--- src/rtl/apb_pkg.sv ---
`timescale 1ns/1ps
`default_nettype none
// ============================================================================
// Module   : apb_pkg
// Purpose  : Shared definitions for the APB completer: FSM state encoding,
//            register-bank geometry, ID register location and default value.
// Ports    : none (package)
// Revision : 1.0 - initial release
// ============================================================================
package apb_pkg;

  // Transfer FSM states
  typedef enum logic [1:0] {
    ST_IDLE  = 2'd0,
    ST_WAIT  = 2'd1,
    ST_READY = 2'd2
  } apb_state_e;

  localparam logic [31:0] ID_VALUE_DEFAULT = 32'hA0B0_0001;
  localparam int unsigned REG_COUNT        = 8;
  localparam int unsigned IDX_W            = 3;
  localparam logic [IDX_W-1:0] ID_IDX      = 3'd7;
  localparam int unsigned WCNT_W           = 4;

  // True when a word index addresses the read-only ID register
  function automatic logic is_id_word(input logic [IDX_W-1:0] idx);
    return (idx == ID_IDX);
  endfunction

endpackage : apb_pkg
`default_nettype wire

--- src/rtl/apb_slave_if.sv ---
`timescale 1ns/1ps
`default_nettype none
// ============================================================================
// Module   : apb_slave_if
// Purpose  : APB bridge-to-completer bus bundle.
// Signals  : Pselx[2:0] select bus, Penable, Pwrite, Paddr[31:0],
//            Pwdata[31:0] (bridge -> completer);
//            Prdata[31:0], Pready, Pslverr (completer -> bridge)
// Modports : master (bridge side), slave (completer side)
// Revision : 1.0 - initial release
// ============================================================================
interface apb_slave_if;

  logic [2:0]  Pselx;
  logic        Penable;
  logic        Pwrite;
  logic [31:0] Paddr;
  logic [31:0] Pwdata;
  logic [31:0] Prdata;
  logic        Pready;
  logic        Pslverr;

  modport master (
    output Pselx, Penable, Pwrite, Paddr, Pwdata,
    input  Prdata, Pready, Pslverr
  );

  modport slave (
    input  Pselx, Penable, Pwrite, Paddr, Pwdata,
    output Prdata, Pready, Pslverr
  );

endinterface : apb_slave_if
`default_nettype wire

--- src/rtl/apb_slave_regfile.sv ---
`timescale 1ns/1ps
`default_nettype none
// ============================================================================
// Module   : apb_slave_regfile
// Purpose  : 8 x 32-bit register bank. Words 0..6 are read/write storage,
//            word 7 is a constant ID register.
// Ports    : clk, rst (async, active-high)
//            we, waddr[2:0], wdata[31:0]  - single write port
//            raddr[2:0], rdata[31:0]      - combinational read port
// Revision : 1.0 - initial release
// ============================================================================
module apb_slave_regfile
  import apb_pkg::*;
#(
  parameter logic [31:0] ID_VALUE = ID_VALUE_DEFAULT
) (
  input  logic             clk,
  input  logic             rst,
  input  logic             we,
  input  logic [IDX_W-1:0] waddr,
  input  logic [31:0]      wdata,
  input  logic [IDX_W-1:0] raddr,
  output logic [31:0]      rdata
);

  logic [31:0] words [REG_COUNT];

  for (genvar i = 0; i < REG_COUNT; i++) begin : g_word
    if (i == int'(ID_IDX)) begin : g_id
      // No storage: writes to this index are simply never captured
      assign words[i] = ID_VALUE;
    end else begin : g_rw
      logic [31:0] word_q;
      always_ff @(posedge clk or posedge rst) begin
        if (rst) begin
          word_q <= '0;
        end else if (we && (waddr == IDX_W'(i))) begin
          word_q <= wdata;
        end
      end
      assign words[i] = word_q;
    end
  end

  assign rdata = words[raddr];

endmodule : apb_slave_regfile
`default_nettype wire

--- src/rtl/apb_slave.sv ---
`timescale 1ns/1ps
`default_nettype none
// ============================================================================
// Module   : apb_slave
// Purpose  : APB completer with 7 R/W words plus a read-only ID word, a
//            programmable number of ACCESS-phase wait states and an error
//            response on writes to the ID word.
// Ports    : Hclk   - clock (rising edge)
//            Hreset - asynchronous active-high reset
//            bus    - apb_slave_if.slave (Pselx, Penable, Pwrite, Paddr,
//                     Pwdata in; Prdata, Pready, Pslverr out)
// Params   : WAIT_CYCLES (0..15), SLV_INDEX (0..2), ID_VALUE
// Revision : 1.0 - initial release
// ============================================================================
module apb_slave
  import apb_pkg::*;
#(
  parameter int unsigned WAIT_CYCLES = 0,
  parameter int unsigned SLV_INDEX   = 0,
  parameter logic [31:0] ID_VALUE    = ID_VALUE_DEFAULT
) (
  input  logic       Hclk,
  input  logic       Hreset,
  apb_slave_if.slave bus
);

  localparam logic [WCNT_W-1:0] WAIT_LOAD = WCNT_W'(WAIT_CYCLES);

  apb_state_e         state, state_nx;
  logic [WCNT_W-1:0]  wcnt, wcnt_nx;

  logic [IDX_W-1:0]   cap_idx;
  logic               cap_write;
  logic [31:0]        cap_wdata;

  logic               sel;
  logic               setup;
  logic [IDX_W-1:0]   cur_idx;
  logic               cur_write;
  logic               entering_ready;
  logic               we;
  logic [31:0]        rf_rdata;

  logic               pready_q;
  logic               pslverr_q;
  logic [31:0]        prdata_q;

  // Only word-index bits and our own select bit carry meaning
  logic               unused_bus_bits;
  assign unused_bus_bits = ^{bus.Paddr[31:5], bus.Paddr[1:0], bus.Pselx};

  assign sel   = bus.Pselx[SLV_INDEX];
  assign setup = sel && !bus.Penable;

  // In IDLE the transfer is being set up this very cycle, so decode from the
  // live bus; afterwards only the values captured at SETUP are trusted.
  assign cur_idx   = (state == ST_IDLE) ? bus.Paddr[4:2] : cap_idx;
  assign cur_write = (state == ST_IDLE) ? bus.Pwrite     : cap_write;

  // Next-state and wait counter
  always_comb begin
    state_nx = state;
    wcnt_nx  = wcnt;
    case (state)
      ST_IDLE: begin
        // Penable without a prior SETUP falls through and is ignored
        if (setup) begin
          wcnt_nx  = WAIT_LOAD;
          state_nx = (WAIT_CYCLES == 0) ? ST_READY : ST_WAIT;
        end
      end
      ST_WAIT: begin
        if (!sel) begin
          state_nx = ST_IDLE;
          wcnt_nx  = '0;
        end else begin
          wcnt_nx = wcnt - WCNT_W'(1);
          if (wcnt == WCNT_W'(1)) begin
            state_nx = ST_READY;
          end
        end
      end
      ST_READY: begin
        state_nx = ST_IDLE;
        wcnt_nx  = '0;
      end
      default: begin
        state_nx = ST_IDLE;
        wcnt_nx  = '0;
      end
    endcase
  end

  assign entering_ready = (state_nx == ST_READY);

  // Commit happens at the close of the single READY cycle, and only while
  // the bridge still holds the ACCESS phase for us.
  assign we = (state == ST_READY) && sel && bus.Penable && cap_write && !pslverr_q;

  always_ff @(posedge Hclk or posedge Hreset) begin
    if (Hreset) begin
      state <= ST_IDLE;
      wcnt  <= '0;
    end else begin
      state <= state_nx;
      wcnt  <= wcnt_nx;
    end
  end

  always_ff @(posedge Hclk or posedge Hreset) begin
    if (Hreset) begin
      cap_idx   <= '0;
      cap_write <= 1'b0;
      cap_wdata <= '0;
    end else if ((state == ST_IDLE) && setup) begin
      cap_idx   <= bus.Paddr[4:2];
      cap_write <= bus.Pwrite;
      cap_wdata <= bus.Pwdata;
    end
  end

  // Registered response: non-zero only while in READY
  always_ff @(posedge Hclk or posedge Hreset) begin
    if (Hreset) begin
      pready_q  <= 1'b0;
      pslverr_q <= 1'b0;
      prdata_q  <= '0;
    end else begin
      pready_q  <= entering_ready;
      pslverr_q <= entering_ready && cur_write && is_id_word(cur_idx);
      prdata_q  <= (entering_ready && !cur_write) ? rf_rdata : '0;
    end
  end

  apb_slave_regfile #(
    .ID_VALUE (ID_VALUE)
  ) u_regfile (
    .clk   (Hclk),
    .rst   (Hreset),
    .we    (we),
    .waddr (cap_idx),
    .wdata (cap_wdata),
    .raddr (cur_idx),
    .rdata (rf_rdata)
  );

  assign bus.Pready  = pready_q;
  assign bus.Pslverr = pslverr_q;
  assign bus.Prdata  = prdata_q;

endmodule : apb_slave
`default_nettype wire

--- src/flat_wrapper.sv ---
// flat-port wrapper written by rule: the top's interface ports become plain ports
module apb_slave_flat import apb_pkg::*;
#(
  parameter int unsigned WAIT_CYCLES = 0,
  parameter int unsigned SLV_INDEX   = 0,
  parameter logic [31:0] ID_VALUE    = ID_VALUE_DEFAULT
)
  (Hclk, Hreset, bus_Pselx, bus_Penable, bus_Pwrite, bus_Paddr, bus_Pwdata, bus_Prdata, bus_Pready, bus_Pslverr);
  apb_slave_if bus_i ();
  input  logic Hclk;
  input  logic Hreset;
  input wire logic [$bits(bus_i.Pselx)-1:0] bus_Pselx;
  input wire logic [$bits(bus_i.Penable)-1:0] bus_Penable;
  input wire logic [$bits(bus_i.Pwrite)-1:0] bus_Pwrite;
  input wire logic [$bits(bus_i.Paddr)-1:0] bus_Paddr;
  input wire logic [$bits(bus_i.Pwdata)-1:0] bus_Pwdata;
  output wire logic [$bits(bus_i.Prdata)-1:0] bus_Prdata;
  output wire logic [$bits(bus_i.Pready)-1:0] bus_Pready;
  output wire logic [$bits(bus_i.Pslverr)-1:0] bus_Pslverr;
  assign bus_i.Pselx = bus_Pselx;
  assign bus_i.Penable = bus_Penable;
  assign bus_i.Pwrite = bus_Pwrite;
  assign bus_i.Paddr = bus_Paddr;
  assign bus_i.Pwdata = bus_Pwdata;
  assign bus_Prdata = bus_i.Prdata;
  assign bus_Pready = bus_i.Pready;
  assign bus_Pslverr = bus_i.Pslverr;
  apb_slave #(.WAIT_CYCLES(WAIT_CYCLES), .SLV_INDEX(SLV_INDEX), .ID_VALUE(ID_VALUE)) u_core (.Hclk(Hclk), .Hreset(Hreset), .bus(bus_i));
endmodule
--- config.mk ---
export PLATFORM = sky130hd
export DESIGN_NAME = apb_slave_flat
export DESIGN_NICKNAME = d
export VERILOG_FILES = /design/src/rtl/apb_pkg.sv /design/src/rtl/apb_slave_if.sv /design/src/rtl/apb_slave_regfile.sv /design/src/rtl/apb_slave.sv /design/src/flat_wrapper.sv
export SDC_FILE = /design/constraint.sdc
export NUM_CORES = 1
export LEC_CHECK = 0
export CAP_MARGIN = 25
export CELL_PAD_IN_SITES_DETAIL_PLACEMENT = 0
export CELL_PAD_IN_SITES_GLOBAL_PLACEMENT = 1
export CORE_AREA = 2 2 236 238
export DETAILED_ROUTE_END_ITERATION = 12
export DIE_AREA = 0 0 238 240
export PLACE_DENSITY = 0.51
export SLEW_MARGIN = 30
export SYNTH_ARGS = -nofsm -noshare
export SYNTH_HDL_FRONTEND = slang
export SYNTH_SLANG_ARGS = --single-unit
--- constraint.sdc ---
create_clock -name Hclk -period 14.57 [get_ports Hclk]
set_input_delay 2.1855 -clock Hclk [delete_from_list [all_inputs] [get_ports Hclk]]
set_output_delay 2.1855 -clock Hclk [all_outputs]
set_load 0.02 [all_outputs]
==> impl_summary.md, run 1 <==
Routing
The sum of routed wire segments on met1 is 17,300 um. Detailed routing inserted a total of 8,216 vias. The highest layer touched by signal routing is met4. The remaining routing DRC violations is 0. For this run, the detailed router's first-pass iteration total came to 4. Summed over all nets, wire length on met3 after detailed routing comes to 1310 um. Dividing the detail-routed via count by the number of cells gives 4.70. The routed wirelength normalized by instance count is 21.7 um.

The detailed router finished its first iteration with 291 violations. The total wirelength of the detailed-routed design is 37,900 um. In this run the remaining antenna-violating nets after routing total 0. The routed length on met2 is 18,500 um.

Global routing
The via count of the first global-routing pass was 8,841. The total overflow left after global routing is 0. The wire length of the first global-routing pass is 57,900 um.

The initial antenna violation count is 1. Entering global routing, the biggest net connects 167 pins. Global routing used 13.6% of the available tracks.

Timing
The count of final hold-check violations is 0. The final-report max-slew violation count is 0. Timing would allow up to 211 MHz. Setup repair after global routing left no endpoint under its margin. The worst max-slew margin expressed relative to the limit is 33.2%. At the pin with the least slew margin, the transition time is 1.00 ns.

The post-route fraction of the period consumed by the critical path is 32.5%. The post-route clock skew is 0.0206 ns. Once routing completed, OpenROAD measured the worst setup slack at 9.83 ns. Setup violations remaining at the end of the flow were counted as 0. The minimum clock period is 4.74 ns. For the final routed database, the setup TNS stands at 0 ns.

Power and ir drop
The worst vdd rail ir drop is 0.0000625 V. Of the total power, the clock network draws 40.2%. The reported leakage power is 7.39 nW. The internal power is 1.58 mW.

The combinational group share of total power is 12.3%. The switching power share of the total is 26.7%. The switching power is 0.576 mW. The power density normalized to cell area is 135 mW/mm^2. Registers are responsible for 47.5% of the overall power.

Clock network
The clock slew at the register clock pins of the worst setup and hold paths is 0.06 ns. After clock tree synthesis, the flow added hold-fix buffers numbering 0. The TritonCTS clock tree is yes. Once the clock tree was built, the setup fixing pass inserted 0 buffers. The tree is rooted in a clkbuf_16.

The clock net in this run drives a total of 300 sinks. The H-tree was split into 2 levels. The insertion delay of the later-clocked pin in the worst-skew pair is 0.54 ns. The number of cells upsized or downsized after cts is 0. The maximum root-to-sink buffer count is 3. The number of buffers created by CTS is 37.

Synthesis
Sorting the synthesized cells by area gives the leading types as dfrtp_1 56%, mux2_2 21%, and3_1 4.5%. The most used flip-flop cell after synthesis is dfrtp_1. The most common cell in the synthesized netlist is dfrtp_1. Counting flops and latches in the post-synthesis netlist gives 300. The cell area that synthesis handed to floorplanning was 0.0135 sq mm.

In this run the biggest area consumer among cell types represents 55.7% of the synthesized area. Synthesis handed over a netlist of 966 instances. dfrtp_1 takes more of the synthesized area than any other cell. By count the netlist is led by 300 x dfrtp_1, 248 x mux2_2, 96 x and3_1, 69 x a211oi_1, 41 x buf_2.

The warning count from the yosys run is 0. Synthesis instantiated 50 different standard cells from the library. In this run, synthesis inferred 0 flip-flops with an integrated enable. The post-synthesis net count is 1,039.

The post-synthesis sequential area ratio is 55.7%. The average instance area after synthesis is 13.9 sq um. The share of flip-flops with an asynchronous set or reset is 100%.

Worst setup path
The slowest cell on the critical path is nand2_4. The critical path starts at bus_Paddr[3]. In this design, the largest share of critical-path delay is due to simple AND/OR/NAND/NOR gates.

Counting both buffers and inverters, the worst setup path holds a total of 2. Traced cell by cell, the critical path runs through clkdlybuf4s50_1 -> or3b_1 -> buf_4 -> nand2_4 -> a211oi_1 -> nor4_1. The critical path startpoint category is an input port. The worst setup path is of the in2reg kind.

The reg-to-reg critical path startpoint is u_core.state[1]. At the worst endpoint, the required time is 14.93 ns. The largest driver fanout on the critical path is 64. The element type at the critical path end is a flip-flop. The delay of the slowest critical-path stage is 0.79 ns. Data on the critical path arrives at its endpoint at 5.10 ns.

Floorplanning
The top-level I/O count is 105. The initialized floorplan defines 86 standard-cell rows. The area of the core is 0.0547 sq mm. Once the floorplan was initialized, standard cells occupied 24.6% of the core.

In this run the horizontal extent of the chip is 238 um. The die area is 0.0571 sq mm. The overall die height is 240 um.

Run
The tool flagged a number of max-cap violations equal to 0.

Placement
During placement, the flow inserted port buffers numbering 73. At the placement stage, the worst setup path has a slack of 9.23 ns. The final weighted congestion in routability-driven placement is 0.721. The placed wire-length estimate is 20,200 um.

Cells and area
The share of post-route cells with drive strength above 1 is 35.2%. 0 antenna diodes ended up in the layout. The layout overhead on the synthesized area is 18.9%. The final core utilization is 29.3%.

The final-stage net count is 1,092.

Hold path
The worst hold-check path type is reg2reg. In this run the most critical hold path is launched from u_core.u_regfile.g_word[0].g_rw.word_q[31].

Outcome
The run finished with clean final reports.
-- power by group through the flow --
stage	clock network [mW]	logic, mW	registers, mW
after floorplan	0	0.200	1.01
final	0.867	0.265	1.02
after global placement	0	0.266	1.03
after detailed placement	0	0.271	1.04
after global routing	0.934	0.292	1.04
after CTS	0.902	0.272	1.02
-- layout make-up --
type	instances	area, sq um
Inverter	5	26.3
Tap cell	704	881
Clock inverter	8	42.5
Sequential cell	300	7510
Clock buffer	55	1070
Multi-Input combinational cell	582	5570
Fill cell	5543	38600
Timing Repair Buffer	93	917
-- flip-flops by register name, summed over array words and instances (netlist names) --
name	count
u_core.wcnt	4
u_core.bus.Pslverr	1
u_core.state	2
u_core.cap_wdata	32
u_core.bus.Prdata	32
u_core.bus.Pready	1
u_core.cap_idx	3
u_core.u_regfile.g_word.g_rw.word_q	224
u_core.cap_write	1
-- final timing paths --
path                                                               to  slack (ns)  cells after the start
min in group asynchronous                         u_core.cap_wdata[4]        2.12                      2
setup / recovery                                 u_core.bus.Prdata[0]        9.83                      6
max in group asynchronous  u_core.u_regfile.g_word[4].g_rw.word_q[28]       11.10                      4
setup reg to reg                                 u_core.bus.Prdata[2]       11.14                      5
hold / removal             u_core.u_regfile.g_word[0].g_rw.word_q[31]        0.48                      1
hold reg to reg            u_core.u_regfile.g_word[0].g_rw.word_q[31]        0.48                      1
-- layer usage --
metal  vias to the layer above  track usage, %
met1                      4314            17.9
met5                         -               0
li1                       3738               -
met2                       119            23.0
met4                         0            4.17
met3                        45            2.07
-- stage by stage --
stage          area, sq um  instances  power, mW  hold slack (ns)
3_3_place_gp         14900       1682       1.30            0.461
2_1_floorplan        13500        966       1.21            0.449
4_1_cts              16000       1746       2.20            0.481
3_5_place_dp         14900       1683       1.31            0.468
5_1_grt              16000       1747       2.27            0.497
6_report             16000       1747       2.15            0.476
-- cells by family (layout without fill, tap and decap cells) --
group | count (synthesis) | count (layout) | synth area share [%]
AOI/OAI and AO/OA | 147 | 147 | 9.46
xor gates and xnor gates | 2 | 2 | 0.130
adders and majority gates | 2 | 2 | 0.186
buffers and inverters | 84 | 161 | 3.54
DFF | 300 | 300 | 55.7
muxes | 288 | 288 | 23.8
and+or+nand+nor | 143 | 143 | 7.13
-- cell usage in the layout, fill, tap and decap left out, drive strengths merged, types with 7 or more instances in the layout --
| cell | Yosys | layout |
|---|---|---|
| mux2i | 28 | 28 |
| clkinv | 0 | 7 |
| a21oi | 8 | 8 |
| and3 | 96 | 96 |
| clkdlybuf4s50 | 0 | 73 |
| dfrtp | 300 | 300 |
| nor4 | 9 | 9 |
| clkbuf | 20 | 55 |
| a211oi | 69 | 69 |
| mux2 | 260 | 260 |
| a2111oi | 27 | 27 |
| nor2 | 12 | 12 |
| buf | 59 | 20 |
| o211ai | 32 | 32 |
Power figures use the tool's default switching activity.
==> inputs of run 2 (changes only) <==
- clock period: 14.57 -> 4.6 ns (I/O delays scaled with it)
==> run 2 against run 1 <==
Sequential power grew to 3.2 times the previous value. Clock skew grew 0.0023 ns. Highest routed layer unchanged. First-iteration DRC count grew 38%. Cell count grew 0.52%. Total power grew to 3.2 times the previous value. Die area is the same. Count of clock-buffer cells in the layout shrank 3.
==> impl_summary.md, run 2 (synthesis results as in run 1) <==
Timing
Setup repair after global routing left no endpoint under its margin. The transition at the pin with the smallest max-transition slack came to 0.964 ns (-0.0384 ns). The aggregate negative setup slack is 0 ns (unchanged).

The count of endpoints failing setup in the final report is 0 (unchanged). The count of final hold-check violations is 0 (unchanged). The final-report max-slew violation count is 0 (unchanged). The setup slack of the critical path after layout is 1.42 ns (-8.41 ns). The maximum clock frequency is 314 MHz.

The minimum clock period is 3.18 ns. The worst max-slew margin expressed relative to the limit was 35.7% (+2.6 points). The post-route fraction of the period consumed by the critical path is 69.2%. The post-route clock skew is 0.0228 ns (+0.00226 ns).

Worst setup path
The signal arrival time at the worst endpoint is 3.60 ns (-1.50 ns). The data required time at the worst endpoint is 5.01 ns (-9.92 ns). The worst setup path is captured at a flip-flop.

The largest driver fanout on the critical path is 27 (-58%). Walking the worst path, the cells encountered are or3b_1 -> buf_4 -> a22o_1 -> buf_4 -> o211ai_1 -> a2111oi_2. The critical path is of the reg2reg type. The delay of the slowest critical-path stage was 0.91 ns (+0.12 ns). The cell that appears most often on the critical path is buf_4. The slowest cell on the critical path is dfrtp_1. On the critical path the largest part of the delay comes from compound AO/OA/AOI/OAI gates. STA classifies the critical path startpoint as a flip-flop. The count of buffering cells on the critical path with inverters included is 2 (unchanged).

Cells and area
The layout overhead on the synthesized area is 19.8%. The most frequent standard cell in the layout excluding fill and tap cells is dfrtp_1. The final-stage net count is 1,104 (+1.1%). The register area is 0.00751 sq mm (unchanged). More flip-flops sit in one register than any other, and that register is u_core.u_regfile.g_word.g_rw.word_q. The final cell area excluding filler cells is 0.0161 sq mm (+0.77%). The final core utilization is 29.5% (+0.22 points). The top cell types in the final layout, fill and taps aside, are 300 x dfrtp_1, 248 x mux2_2, 96 x and3_1. The fill cell instance count of the final layout is 5,521 (-0.40%). The share of post-route cells with drive strength above 1 came to 35.4% (+0.17 points). The flip-flop count of the largest register, all copies and words added is 224 (unchanged). The area occupied by multi-input gates was 0.00556 sq mm (-0.11%). The number of inserted diodes is 0 (unchanged).

Global routing
The aggregate global-route resource usage is 13.6% (+0.027 points). The initial antenna violation count is 1 (unchanged). The global routing stage identified its most utilized layer as met2. The via count of the first global-routing pass is 8,998 (+1.8%).

The routing usage on met1 came to 18.2% (+0.34 points). The global-route track usage on met2 is 22.6% (-0.38 points). The maximum number of pins on one net before global-route repair is 110 (-34%). The wire length of the first global-routing pass is 58,300 um (+0.61%). The total global routing overflow is 0 (unchanged).

The met3 routing resource usage after global routing is 2.68% (+0.61 points).

Floorplanning
The standard-cell row count came to 86 (unchanged). The area of the core is 0.0547 sq mm (unchanged). The horizontal extent of the die is 238 um (unchanged).

The top-level I/O count came to 105 (unchanged). The overall die height is 240 um (unchanged). The die area came to 0.0571 sq mm (unchanged). The initial standard-cell utilization of the core came to 24.6% (unchanged).

Clock network
The number of clock sinks is 300 (unchanged). The insertion delay of the later-clocked pin in the worst-skew pair is 0.56 ns (+0.02 ns). The maximum root-to-sink buffer count is 3 (unchanged). The clock root buffer is clkbuf_16.

The number of setup buffers added after CTS was 0 (unchanged). The hold buffer count at CTS is 0 (unchanged). The number of cells upsized or downsized after cts is 0 (unchanged). The number of buffers created by CTS is 38 (+2.7%). TritonCTS built the clock tree. The clock slew at the register clock pins of the worst setup and hold paths is 0.05 ns (about the same). The deepest level of the CTS H-tree was 2 (unchanged).

Power and ir drop
The share of total power in the clock network came to 40.9% (+0.7 points). The internal power is 5.11 mW (+220%). The worst vdd rail ir drop is 0.000206 V (+230%). The combinational group share of total power is 12.3% (about the same). The sequential group share of total power came to 46.8% (-0.7 points).

The power density normalized to cell area came to 429 mW/mm^2 (+220%). The switching power is 1.82 mW (+220%). The total power after layout is 6.92 mW (+220%).

The reported leakage power is 7.45 nW (+0.81%). The switching power share of the total was 26.3% (-0.48 points).

Routing
The routed wirelength normalized by instance count is 21.5 um (-0.81%). The total wirelength of the detailed-routed design is 37,800 um (-0.30%). The mean number of vias per cell is 4.74 (+0.82%).

The routed via count is 8,326 (+1.3%). The number of DRC markers in iteration 0 is 401 (+38%). The remaining routing DRC violations is 0 (unchanged). The number of optimization iterations in the first detailed-route pass was 4 (unchanged).

The post-detailed-route count of antenna-violating nets is 0 (unchanged).

Placement
The final weighted congestion in routability-driven placement came to 0.683 (-5.3%). The cell area reported after detailed placement came to 0.0150 sq mm (+0.79%). The count of buffers from port buffering is 73 (unchanged). The placed wire-length estimate is 21,800 um (+7.9%). The pre-CTS setup slack is 1.02 ns (-8.20 ns).

Hold path
The tightest min-delay check is of the reg2reg type.

Run
The count of maximum capacitance violations came to 0 (unchanged).

Outcome
The run finished with clean final reports.
==> run 2: area by class of cell <==
cell class	instances	share of cell area (%)
Clock buffer	52	6.28
Clock inverter	9	0.861
Inverter	5	0.140
Multi-Input combinational cell	582	34.5
Sequential cell	300	46.5
Tap cell	704	5.46
Timing Repair Buffer	104	6.28
==> run 2: metal layers <==
metal	routed length, um	vias to the layer above
met3	1460	50
met1	17500	4355
met5	0	-
li1	-	3777
met4	627	0
met2	18100	144
==> run 2: worst paths after layout <==
| kind | from | cells after the start | slack, ns | end |
|---|---|---|---|---|
| setup / recovery | u_core.state[1] | 6 | 1.42 | u_core.bus.Prdata[24] |
| hold / removal | u_core.u_regfile.g_word[4].g_rw.word_q[29] | 1 | 0.48 | u_core.u_regfile.g_word[4].g_rw.word_q[29] |
| setup reg to reg | u_core.state[1] | 6 | 1.42 | u_core.bus.Prdata[24] |
| hold reg to reg | u_core.u_regfile.g_word[4].g_rw.word_q[29] | 1 | 0.48 | u_core.u_regfile.g_word[4].g_rw.word_q[29] |
| max in group asynchronous | Hreset | 3 | 3.08 | u_core.u_regfile.g_word[1].g_rw.word_q[7] |
| min in group asynchronous | Hreset | 2 | 0.54 | u_core.cap_wdata[4] |
==> run 2: stage by stage <==
step | hold WS, ns | instances
after floorplan | 0.449 | 966
after global placement | 0.459 | 1695
after detailed placement | 0.466 | 1695
after CTS | 0.479 | 1756
after global routing | 0.483 | 1756
final | 0.477 | 1756
==> run 2: power groups by stage <==
stage / logic [mW] / registers [mW] / clock network [mW]
2_1_floorplan: 0.635 / 3.19 / 0
3_3_place_gp: 0.854 / 3.28 / 0
3_5_place_dp: 0.869 / 3.29 / 0
4_1_cts: 0.871 / 3.24 / 2.94
5_1_grt: 0.935 / 3.29 / 3.06
6_report: 0.851 / 3.24 / 2.83
==> inputs of run 3 (changes only) <==
- clock period: 4.6 -> 3.3 ns (I/O delays scaled with it)
==> run 3 against run 2 <==
Sequential cell count unchanged. Via count grew 0.86%. First-iteration DRC count rose by 8.5%. Critical path type unchanged.
==> impl_summary.md, run 3 (synthesis results as in run 1) <==
Outcome
The flow ran to the end, and the final reports show no timing, DRC or antenna violations.

Clock network
The number of setup buffers added after CTS came to 0 (unchanged). The clock slew at the register clock pins of the worst setup and hold paths is 0.06 ns (about the same). TritonCTS built the clock tree. The number of buffers created by CTS was 36 (-5.3%). The number of cells upsized or downsized after cts is 0 (unchanged). The number of clock sinks is 300 (unchanged).

The clock root buffer is clkbuf_16. The deepest level of the CTS H-tree is 2 (unchanged). The hold buffer count at CTS is 0 (unchanged). The maximum root-to-sink buffer count is 3 (unchanged).

The insertion delay of the later-clocked pin in the worst-skew pair is 0.54 ns (-0.02 ns).

Run
The count of maximum capacitance violations was 0 (unchanged).

Floorplanning
The overall die height came to 240 um (unchanged). The die area is 0.0571 sq mm (unchanged). The horizontal extent of the die is 238 um (unchanged). The top-level I/O count is 105 (unchanged). The area of the core is 0.0547 sq mm (unchanged). The initial standard-cell utilization of the core is 24.6% (unchanged). The standard-cell row count was 86 (unchanged).

Cells and area
Leaving out fill and tap cells, the most frequent cell in the layout is dfrtp_1. The final-stage net count is 1,120 (+1.4%). From synthesis to final layout, the design area changed by 22.4%. The number of inserted diodes is 0 (unchanged). The number of standard cells in the layout, taps in and fillers out is 1,776 (+1.1%).

The final cell area excluding filler cells came to 0.0165 sq mm (+2.2%). In the layout the commonest cells are 300 x dfrtp_1, 248 x mux2_2, 96 x and3_1. The share of post-route cells with drive strength above 1 is 36.6% (+1.2 points).

The register with the highest flop count is u_core.u_regfile.g_word.g_rw.word_q. The flip-flop count of the largest register, all copies and words added is 224 (unchanged).

Worst setup path
The start-to-end type of the worst setup path is reg2reg. The critical path starts at u_core.state[1]. The critical path goes through buf_4 -> o21ai_4 -> buf_4 -> buf_4 -> and3_1 -> a211oi_1 -> nor4_1 -> buf_4.

The reg-to-reg critical path startpoint is u_core.state[1]. STA classifies the critical path startpoint as a flip-flop. The signal arrival time at the worst endpoint came to 2.92 ns (-0.68 ns).

The largest driver fanout on the critical path came to 24 (-11%). The data required time at the worst endpoint is 3.78 ns (-1.23 ns). The slowest cell on the critical path is dfrtp_1. The cell that appears most often on the critical path is buf_4.

The delay of the slowest critical-path stage came to 0.52 ns (-0.39 ns). The worst setup path is captured at a flip-flop.

Placement
The cell area reported after detailed placement is 0.0153 sq mm (+2.1%). The count of buffers from port buffering is 73 (unchanged). The cell count after placement is 1,713 (+1.1%).

The final weighted congestion in routability-driven placement is 0.708 (+3.6%). The placed wire-length estimate is 21,900 um (+0.32%).

Global routing
The wire length of the first global-routing pass is 58,900 um (+1.1%). The total global routing overflow is 0 (unchanged). The aggregate global-route resource usage is 13.6% (about the same). The via count of the first global-routing pass was 9,193 (+2.2%). The initial antenna violation count is 0 (-1). The maximum number of pins on one net before global-route repair is 73 (-34%).

Timing
The maximum clock frequency came to 411 MHz (+31%). Setup repair after global routing left no endpoint under its margin. The count of final hold-check violations came to 0 (unchanged). The count of endpoints failing setup in the final report was 0 (unchanged). The final-report max-slew violation count came to 0 (unchanged). The aggregate negative setup slack is 0 ns (unchanged).

The worst max-slew margin expressed relative to the limit is 52.4% (+17 points). The post-route fraction of the period consumed by the critical path came to 73.7% (+4.5 points). The transition at the pin with the smallest max-transition slack is 0.713 ns (-0.251 ns).

The post-route clock skew is 0.0139 ns (-0.00896 ns). The minimum clock period is 2.43 ns (-0.751 ns).

Routing
The number of optimization iterations in the first detailed-route pass came to 4 (unchanged). The routed via count is 8,398 (+0.86%). The routed wirelength normalized by instance count is 21.1 um (-2.1%). The post-detailed-route count of antenna-violating nets is 0 (unchanged).

The remaining routing DRC violations was 0 (unchanged). The mean number of vias per cell was 4.73 (-0.27%). The number of DRC markers in iteration 0 is 435 (+8.5%). The total wirelength of the detailed-routed design is 37,400 um (-0.95%).

Power and ir drop
The reported leakage power is 7.63 nW (+2.3%). The power density normalized to cell area came to 594 mW/mm^2 (+38%). The worst vdd rail ir drop came to 0.000285 V (+38%).

Hold path
The worst hold path belongs to the class in2async.
-- run 3: cell count changes in the layout (fill, tap and decap cells not counted), moves of 2 or more --
cell and delta:
clkbuf_8 +7, clkinv_2 -2, buf_4 +4, buf_12 +14
-- run 3: layout make-up --
cell class / count / area, sq um
Sequential cell: 300 / 7510
Clock buffer: 57 / 1080
Tap cell: 704 / 881
Fill cell: 5550 / 38200
Inverter: 5 / 22.5
Clock inverter: 6 / 113
Timing Repair Buffer: 122 / 1320
Multi-Input combinational cell: 582 / 5560
-- run 3: per-layer routing --
metal | up-vias | routed length [um] | part of all wire [%] | global-route usage [%]
li1 | 3795 | - | - | -
met1 | 4414 | 17100 | 46 | 17.9
met3 | 53 | 1480 | 4.0 | 2.27
met4 | 0 | 851 | 2.3 | 4.39
met5 | - | 0 | 0 | 0
met2 | 136 | 18000 | 48 | 22.7
-- run 3: worst paths after layout --
kind / end / slack, ns / depth (start not counted)
worst max-delay path: u_core.bus.Prdata[21] / 0.87 / 8
worst min-delay path: u_core.u_regfile.g_word[4].g_rw.word_q[3] / 0.43 / 2
worst max register to register: u_core.bus.Prdata[21] / 0.87 / 8
worst min register to register: u_core.u_regfile.g_word[0].g_rw.word_q[31] / 0.48 / 1
max in group asynchronous: u_core.u_regfile.g_word[1].g_rw.word_q[26] / 2.04 / 3
min in group Hclk: u_core.u_regfile.g_word[0].g_rw.word_q[31] / 0.48 / 1
-- run 3: critical path, delay by kind of cell (launching register included) --
family	cells	cell delay, ns
buf+inv	4	1.06
compound gates	2	0.20
simple gates	2	0.57
flops	1	0.52
-- run 3: metrics by stage --
stage | hold WS, ns | worst slack (ns) | utilization, % | power, mW
floorplan | 0.449 | -1.18 | - | 5.33
global placement | 0.466 | 0.354 | 28.0 | 5.81
detailed placement | 0.471 | 0.373 | 28.0 | 5.85
CTS | 0.419 | 0.744 | 30.2 | 9.98
global route | 0.474 | 0.672 | 30.2 | 10.3
finish | 0.434 | 0.868 | 30.2 | 9.79
-- run 3: report_power, final --
part           switching (mW)  total, mW  internal, mW  leakage, nW
Sequential              0.366       4.51          4.15         4.05
Combinational           0.600       1.23         0.635         2.99
Clock                    1.56       4.04          2.48        0.583
